==> src/rtl/fetch_unit_pkg.sv <==
// Shared fetch-unit constants and FSM state type.
// S_FAULT exists only when FETCH_MISALIGN_EN is defined.
package fetch_unit_pkg;

  localparam logic [31:0] BASE_ADDR_DEF = 32'h0100_0000;
  localparam int          INST_BYTES    = 4;

`ifdef FETCH_MISALIGN_EN
  typedef enum logic [2:0] {
    S_IDLE  = 3'd0,
    S_REQ   = 3'd1,
    S_WAIT  = 3'd2,
    S_HOLD  = 3'd3,
    S_FAULT = 3'd4
  } fetch_state_e;
`else
  typedef enum logic [2:0] {
    S_IDLE  = 3'd0,
    S_REQ   = 3'd1,
    S_WAIT  = 3'd2,
    S_HOLD  = 3'd3
  } fetch_state_e;
`endif

endpackage

==> src/rtl/fetch_unit.sv <==
// Instruction-fetch front end: one outstanding imem read, redirect squashing, decode handoff.
// Optional FETCH_MISALIGN_EN: misaligned redirect targets trap into a sticky fault state.
module fetch_unit
  import fetch_unit_pkg::*;
#(
  parameter int                AWIDTH    = 32,
  parameter int                DWIDTH    = 32,
  parameter logic [AWIDTH-1:0] BASE_ADDR = AWIDTH'(BASE_ADDR_DEF)
) (
  input  logic              clk_i,
  input  logic              rst_ni,
  input  logic              redirect_i,
  input  logic [AWIDTH-1:0] redirect_pc_i,
  output logic              imem_req_valid_o,
  input  logic              imem_req_ready_i,
  output logic [AWIDTH-1:0] imem_req_addr_o,
  input  logic              imem_rsp_valid_i,
  input  logic [DWIDTH-1:0] imem_rsp_data_i,
  output logic              inst_valid_o,
  input  logic              inst_ready_i,
  output logic [DWIDTH-1:0] inst_o,
  output logic [AWIDTH-1:0] inst_pc_o
`ifdef FETCH_MISALIGN_EN
  ,
  output logic              misaligned_o
`endif
);

  fetch_state_e      r_state;
  logic [AWIDTH-1:0] r_pc;
  logic [AWIDTH-1:0] r_inst_pc;
  logic [DWIDTH-1:0] r_inst;
  logic              r_kill;
  logic [AWIDTH-1:0] w_tgt;
  logic [AWIDTH-1:0] w_pc_next;

  // Word-align the target so pc_q can never hold a misaligned address.
  assign w_tgt     = redirect_pc_i & ~AWIDTH'(3);
  assign w_pc_next = r_pc + AWIDTH'(INST_BYTES);

  assign imem_req_valid_o = (r_state == S_REQ);
  assign imem_req_addr_o  = r_pc;
  assign inst_valid_o     = (r_state == S_HOLD) && !redirect_i;
  assign inst_o           = r_inst;
  assign inst_pc_o        = r_inst_pc;

`ifdef FETCH_MISALIGN_EN
  logic r_misaligned;
  logic w_bad_tgt;
  assign w_bad_tgt    = redirect_i && (redirect_pc_i[1:0] != 2'b00);
  assign misaligned_o = r_misaligned;
`endif

  always_ff @(posedge clk_i or negedge rst_ni) begin
    if (!rst_ni) begin
      r_state   <= S_IDLE;
      r_pc      <= BASE_ADDR;
      r_kill    <= 1'b0;
      r_inst    <= '0;
      r_inst_pc <= BASE_ADDR;
`ifdef FETCH_MISALIGN_EN
      r_misaligned <= 1'b0;
`endif
    end else begin
`ifdef FETCH_MISALIGN_EN
      if (w_bad_tgt) begin
        r_state      <= S_FAULT;
        r_misaligned <= 1'b1;
      end else
`endif
      case (r_state)
        S_IDLE: begin
          r_state <= S_REQ;
          if (redirect_i) r_pc <= w_tgt;
        end
        S_REQ: begin
          // Once accepted, the request is in flight and its answer must be squashed.
          if (redirect_i) begin
            r_pc <= w_tgt;
            if (imem_req_ready_i) r_kill <= 1'b1;
          end
          if (imem_req_ready_i) r_state <= S_WAIT;
        end
        S_WAIT: begin
          if (redirect_i) r_pc <= w_tgt;
          if (imem_rsp_valid_i) begin
            if (r_kill || redirect_i) begin
              r_kill  <= 1'b0;
              r_state <= S_REQ;
            end else begin
              r_inst    <= imem_rsp_data_i;
              r_inst_pc <= r_pc;
              r_state   <= S_HOLD;
            end
          end else if (redirect_i) begin
            r_kill <= 1'b1;
          end
        end
        S_HOLD: begin
          if (redirect_i) begin
            r_pc    <= w_tgt;
            r_state <= S_REQ;
          end else if (inst_ready_i) begin
            r_pc    <= w_pc_next;
            r_state <= S_REQ;
          end
        end
        default: r_state <= r_state;
      endcase
    end
  end

endmodule

==> config.mk <==
export PLATFORM = sky130hd
export DESIGN_NAME = fetch_unit
export DESIGN_NICKNAME = d
export VERILOG_FILES = /design/src/rtl/fetch_unit_pkg.sv /design/src/rtl/fetch_unit.sv
export SDC_FILE = /design/constraint.sdc
export NUM_CORES = 1
export LEC_CHECK = 0
export CAP_MARGIN = 20
export CORE_MARGIN = 4
export CORE_UTILIZATION = 40
export CTS_BUF_LIST = sky130_fd_sc_hd__clkbuf_4 sky130_fd_sc_hd__clkbuf_8
export DETAILED_ROUTE_END_ITERATION = 10
export GPL_ROUTABILITY_DRIVEN = 0
export PLACE_DENSITY = 0.74
export SLEW_MARGIN = 5
export SYNTH_ARGS = -nofsm -noshare
export SYNTH_HDL_FRONTEND = slang
export SYNTH_SLANG_ARGS = --single-unit
==> constraint.sdc <==
create_clock -name clk_i -period 2.2 [get_ports clk_i]
set_input_delay 0.44 -clock clk_i [delete_from_list [all_inputs] [get_ports clk_i]]
set_output_delay 0.44 -clock clk_i [all_outputs]
set_load 0.01 [all_outputs]
==> out/metrics.csv, run 1 <==
metric,value,unit
status,"finished, final reports clean",
tritoncts,yes,
slowest_stage,dfrtp_1,
grt_pass1_vias,3563,
power_frac_seq,42.0,%
grt-ovfl-total,0,
antenna_found_initial,0,
final-hold-violation-count,0,
end_kind,flop,
dp_cells,665,
initial_utilization,41.58,%
num_vias,3435,
rows,37,
crit_chain,inv_1 -> ha_1 -> inv_1 -> nor3_1 -> and2_2 -> buf_4 -> mux2_2,
layout_min_cycle_time,2.024,ns
drcViolationCount,0,
crit_buf_inv,3,
worst_pin_slew,0.6102,ns
power_density,996.5,nW/µm²
p_switching,1.949,mW
period_share,92.01,%
cp_top_family,simple AND/OR/NAND/NOR gates,
fmax,494.0,MHz
clkTransAtPathRegs,0.10,ns
area_delta_synth_final,47.54,%
wl_met2,5745,µm
crit_required,2.44,ns
routed.top_layer,met4,
synth_area,4350,µm²
nets,616,
crit_top_cell,inv_1,
combPwrFrac,39.6,%
grt_util_all_layers,18.05,%
critical_path_class,flop to flop,
rr_worst_depth,7,
hold_path.class,primary input to async pin,
grt_setup_unrepaired,false,
final_cells,682,
pin_count,168,
maxSlewViolCount,0,
core,10460,µm²
drt-wirelength-per-cell,16.74,µm
hpwl,8681,µm
finClkSkew,0.01373,ns
cts-root-buf,clkbuf_8,
slew_headroom,59.32,%
drive_gt1_share,20.33,%
setup_viol,0,
path_depth,7,
wl,11420,µm
dr.pass1.iters,4,
port_buffers,161,
grt_max_degree,45,
die_area,12610,µm²
cp_max_fo,18,
synthCells,369,
synth_edf_count,0,
syn_avg_cell_area,11.79,µm²
wl_met3,797,µm
critPathMaxStageDelay,0.42,ns
wl_met1,4671,µm
ys_seq_area_share,54.70,%
pwr-share-clk,18.3,%
drv_cap,0,
grt_pass1_wl,18350,µm
p_sw_share,30.48,%
dr.first_iter.drc_count,169,
clkLatencyLatePin,0.36,ns
cts-buffers-inserted,9,
arrival,2.26,ns
htreeDepth,3,
ys.flop_type,dfrtp_1,
async_flop_share,100.0,%
cts.sinks,95,
fin_tns_setup,0,ns
vdd_drop_max,0.0006315,V
power_leakage,2.756,nW
routed_via_density,5.037,
yosysWarnings,0,
die_w,112.3,µm
postRouteAntennaNets,0,
clk_path_buf_depth,2,
synth.distinct_cells,38,
cp-start-kind,flop,
intPower,4.447,mW
diodes,0,
fp.dieH,112.3,µm
ys_seq_elements,95,
-- Yosys cell counts, types with 7 or more instances --
library cell | n | area [µm²]
dfrtp_1 | 93 | 2327
clkbuf_1 | 8 | 30.03
mux2_2 | 63 | 709.4
nand2_1 | 38 | 142.6
xor2_1 | 11 | 96.34
inv_1 | 7 | 26.28
xnor2_1 | 8 | 70.07
nand3_1 | 10 | 50.05
and3_1 | 8 | 50.05
buf_2 | 9 | 45.04
nor2_1 | 23 | 86.33
o21ai_0 | 18 | 90.09
nor3_1 | 10 | 50.05
nand4_1 | 7 | 43.79
-- power by group through the flow --
stage	registers [mW]	clock network, mW	logic (mW)
3_5_place_dp	2.73	0	2.55
4_1_cts	2.70	1.21	2.57
5_1_grt	2.77	1.29	2.71
6_report	2.69	1.17	2.54
3_3_place_gp	2.69	0	2.50
2_1_floorplan	2.95	0	0.749
-- cells by family (layout without fill, tap and decap cells) --
logic type	count (synthesis)	count (layout)	synth area share [%]
AOI/OAI and AO/OA	41	41	5.781
DFF	95	95	54.70
other	1	4	0.08620
xor gates and xnor gates	19	19	3.825
and+or+nand+nor	116	116	14.61
adders and majority gates	5	5	1.438
buffers and inverters	28	202	3.020
muxes	64	64	16.54
-- registers in the layout, indices dropped and copies added (netlist names) --
signal,count
inst_pc_o,30
imem_req_addr_o,30
r_state,2
r_kill,1
inst_o,32
-- cell type report --
type / count / area [µm²]
tap: 136 / 170.2
clock inverter: 6 / 70.07
multi-input combinational: 249 / 1859
fill: 869 / 4044
clock buffer: 10 / 131.4
sequential: 95 / 2380
timing repair buffer: 179 / 1782
inverter: 7 / 26.28
-- cells in the final DEF (no fill, tap or decap), types with 4 or more instances in the layout --
cell | synthesis | final
a21oi_1 | 5 | 5
a311oi_1 | 4 | 4
and3_1 | 8 | 8
buf_4 | 4 | 16
clkbuf_8 | 0 | 9
clkdlybuf4s50_1 | 0 | 157
conb_1 | 1 | 4
dfrtp_1 | 93 | 93
inv_1 | 7 | 7
mux2_2 | 63 | 63
nand2_1 | 38 | 38
nand3_1 | 10 | 10
nand4_1 | 7 | 7
nor2_1 | 23 | 23
nor3_1 | 10 | 10
nor4_1 | 5 | 5
o21ai_0 | 18 | 18
xnor2_1 | 8 | 8
xor2_1 | 11 | 11
-- worst register-to-register path: stages, from the launching register on --
cell	delay, ns
dfrtp_1	0.42
inv_1	0.09
ha_1	0.20
inv_1	0.07
nor3_1	0.23
and2_2	0.23
buf_4	0.28
mux2_2	0.38
-- per-stage QoR --
step / cell area [µm²] / hold WS (ns) / setup WS (ns) / total power [mW] / utilization, %
floorplan: 4362 / 0.1444 / 0.3271 / 3.701 / -
global placement: 6197 / 0.4876 / 0.09084 / 5.190 / 59.23
detailed placement: 6197 / 0.4950 / 0.05627 / 5.281 / 59.23
CTS: 6404 / 0.09093 / 0.004932 / 6.469 / 61.21
global route: 6419 / 0.09799 / 0.03538 / 6.779 / 61.35
finish: 6419 / 0.07396 / 0.1758 / 6.396 / 61.35
-- final timing paths --
| kind | start | to | slack [ns] |
|---|---|---|---|
| min reg2reg | inst_pc_o[4] | inst_pc_o[4] | 0.51 |
| max | r_state[0] | inst_o[28] | 0.18 |
| max reg2reg | r_state[0] | inst_o[28] | 0.18 |
| min | rst_ni | inst_o[8] | 0.07 |
| max in group asynchronous | rst_ni | imem_req_addr_o[5] | 1.54 |
| min in group clk_i | inst_pc_o[4] | inst_pc_o[4] | 0.51 |
-- repair_timing --
action,in CTS,in global routing
endpoints found under the setup margin,2,1
resized for setup,2,3
gates cloned,0,0
hold buffers,0,0
buffers inserted,0,1
-- layer usage --
layer  up-vias  GRT usage, %
met5         -             0
met4         0         5.529
met3        15         5.876
met2       117         30.79
met1      1663         21.77
li1       1640             -
(Power assumes the default switching activity.)
==> run 2: changes to the inputs <==
CORE_UTILIZATION = 65   (was 40)
DONT_BUFFER_PORTS = 1   (was unset)
PLACE_DENSITY = 0.81   (was 0.74)
==> run 2 against run 1 <==
  * The flow now finishes with violations (hold timing)
  * Sequential power increased by 13%
  * Non-clock buffer count decreased by 168
  * Critical path type unchanged
  * Register-to-register slack gained 0.02 ns
  * Final cell count decreased by 33%
  * Cell area decreased by 26%
  * Power shrank 14%
  * Critical endpoint is now inst_pc_o[13]
  * Clock power grew 32%
  * Highest routed layer unchanged
  * Sequential cell count unchanged
==> out/metrics.csv, run 2 (same netlist as run 1, synthesis figures left out) <==
metric,value,unit,change
status,"finished, violations left",,
violations,hold timing,,
grt_pass1_vias,2995,,-16%
htreeDepth,3,,unchanged
cts.sinks,95,,unchanged
fin_tns_setup,0,ns,unchanged
num_vias,2872,,-16%
antenna_found_initial,0,,unchanged
rr_worst_depth,7,,unchanged
p_sw_share,30.33,%,-0.15 points
grt.met3_usage,8.180,%,+2.3 points
power,5.494,mW,-14%
fmax,499.2,MHz,+1.1%
grt_setup_unrepaired,false,,
combPwrFrac,16.3,%,-23 points
final-hold-violation-count,95,,+95
layout_min_cycle_time,2.003,ns,-0.02106 ns
drcViolationCount,0,,unchanged
arrival,2.23,ns,-0.03 ns
drt-wirelength-per-cell,20.68,µm,+24%
postRouteAntennaNets,0,,unchanged
final_common_cell,dfrtp_1,,
cts-buffers-inserted,9,,unchanged
rows,29,,-22%
clkLatencyLatePin,0.35,ns,about the same
finClkSkew,0.007994,ns,-0.005736 ns
cp_max_fo,18,,unchanged
end_kind,flop,,
pre_cts_ws,0.2374,ns,+0.1811 ns
hold_slack,-0.2224,ns,-0.2964 ns
largest_reg_flops,32,,unchanged
layout_common_cells,"dfrtp_1 (93), mux2_2 (63), nand2_1 (38)",,
initial_utilization,67.74,%,+26 points
grt-ovfl-total,0,,unchanged
routed_via_density,6.326,,+26%
dp_cells,439,,-34%
die_area,8066,µm²,-36%
grt_pass1_wl,15530,µm,-15%
fin_ws,0.1968,ns,+0.02106 ns
nets,448,,-27%
vdd_drop_max,0.0007391,V,+17%
hpwl,6843,µm,-21%
power_leakage,2.128,nW,-23%
dr.first_iter.drc_count,190,,+12%
final_cells,454,,-33%
fp.dieH,89.81,µm,-20%
grt_max_degree,96,,+110%
p_switching,1.666,mW,-15%
top_usage_layer,met2,,
area_delta_synth_final,9.031,%,
drv_cap,0,,unchanged
cts-resized-gates,0,,-2
core,6422,µm²,-39%
cts-root-buf,clkbuf_8,,
dr.pass1.iters,4,,unchanged
wl,9389,µm,-18%
power_frac_seq,55.5,%,+14 points
setup_viol,0,,unchanged
grt_util_all_layers,23.93,%,+5.9 points
diodes,0,,unchanged
cp-start-kind,flop,,
tritoncts,yes,,
die_w,89.81,µm,-20%
crit_required,2.43,ns,about the same
use_met2,39.72,%,+8.9 points
period_share,91.05,%,-0.96 points
clkTransAtPathRegs,0.09,ns,about the same
intPower,3.827,mW,-14%
power_density,1158,nW/µm²,+16%
drive_gt1_share,25.99,%,+5.7 points
critical_path_class,flop to flop,,
pin_count,168,,unchanged
clk_path_buf_depth,2,,unchanged
grt_util_met1,29.38,%,+7.6 points
port_buffers,0,,-100%
maxSlewViolCount,0,,unchanged
hold_path.class,primary input to async pin,,
pwr-share-clk,28.2,%,+9.9 points
[run 2: cell types whose count changed in the layout (fill, tap and decap cells not counted), moves of 2 or more]
cell / change
dlymetal6s2s_1: -2
bufinv_16: +4
ha_2: -2
clkinvlp_4: -2
ha_1: +2
buf_4: -7
clkdlybuf4s50_1: -157
[run 2: layout make-up]
class / instances / area, µm²
timing repair buffer: 11 / 107.6
multi-input combinational: 249 / 1852
clock inverter: 6 / 157.7
clock buffer: 9 / 123.9
sequential: 95 / 2380
inverter: 7 / 26.28
tap: 77 / 96.34
fill: 433 / 1679
[run 2: worst max-delay path, stage by stage, from the launching register on]
cell and delay, ns:
dfrtp_1 0.42, inv_1 0.09, ha_1 0.20, inv_1 0.07, nor3_1 0.22, and2_2 0.23
buf_4 0.27, mux2_2 0.37
[run 2: timing repair]
| action | CTS | global route |
|---|---|---|
| hold endpoints to repair | 95 | 95 |
| buffers inserted | 0 | 0 |
| endpoints found under the setup margin | 0 | 0 |
[run 2: worst paths after layout]
| check | endpoint | startpoint | slack, ns |
|---|---|---|---|
| min reg2reg | inst_pc_o[10] | inst_pc_o[10] | 0.59 |
| max in group asynchronous | inst_pc_o[24] | rst_ni | 2.20 |
| min | imem_req_addr_o[6] | rst_ni | -0.22 |
| max | inst_pc_o[13] | r_state[0] | 0.20 |
| max reg2reg | inst_pc_o[13] | r_state[0] | 0.20 |
| min in group clk_i | imem_req_addr_o[25] | redirect_i | 0.19 |
[run 2: metrics by stage]
stage | cell area (µm²) | utilization, %
final | 4743 | 73.86
after global routing | 4743 | 73.86
after CTS | 4743 | 73.86
after detailed placement | 4462 | 69.47
after global placement | 4462 | 69.47
after floorplan | 4362 | -
[run 2: metal layers]
metal / up-vias / share of wire [%]
met5: - / 0
met4: 0 / 1.2
met3: 12 / 9.0
met2: 117 / 51
met1: 1437 / 39
li1: 1306 / -
[run 2: power by group through the flow]
stage / clock [mW] / sequential (mW) / combinational, mW
floorplan: 0 / 2.95 / 0.749
global placement: 0 / 3.07 / 0.840
detailed placement: 0 / 3.10 / 0.903
CTS: 1.58 / 3.07 / 0.901
global route: 1.66 / 3.13 / 1.00
finish: 1.55 / 3.05 / 0.893
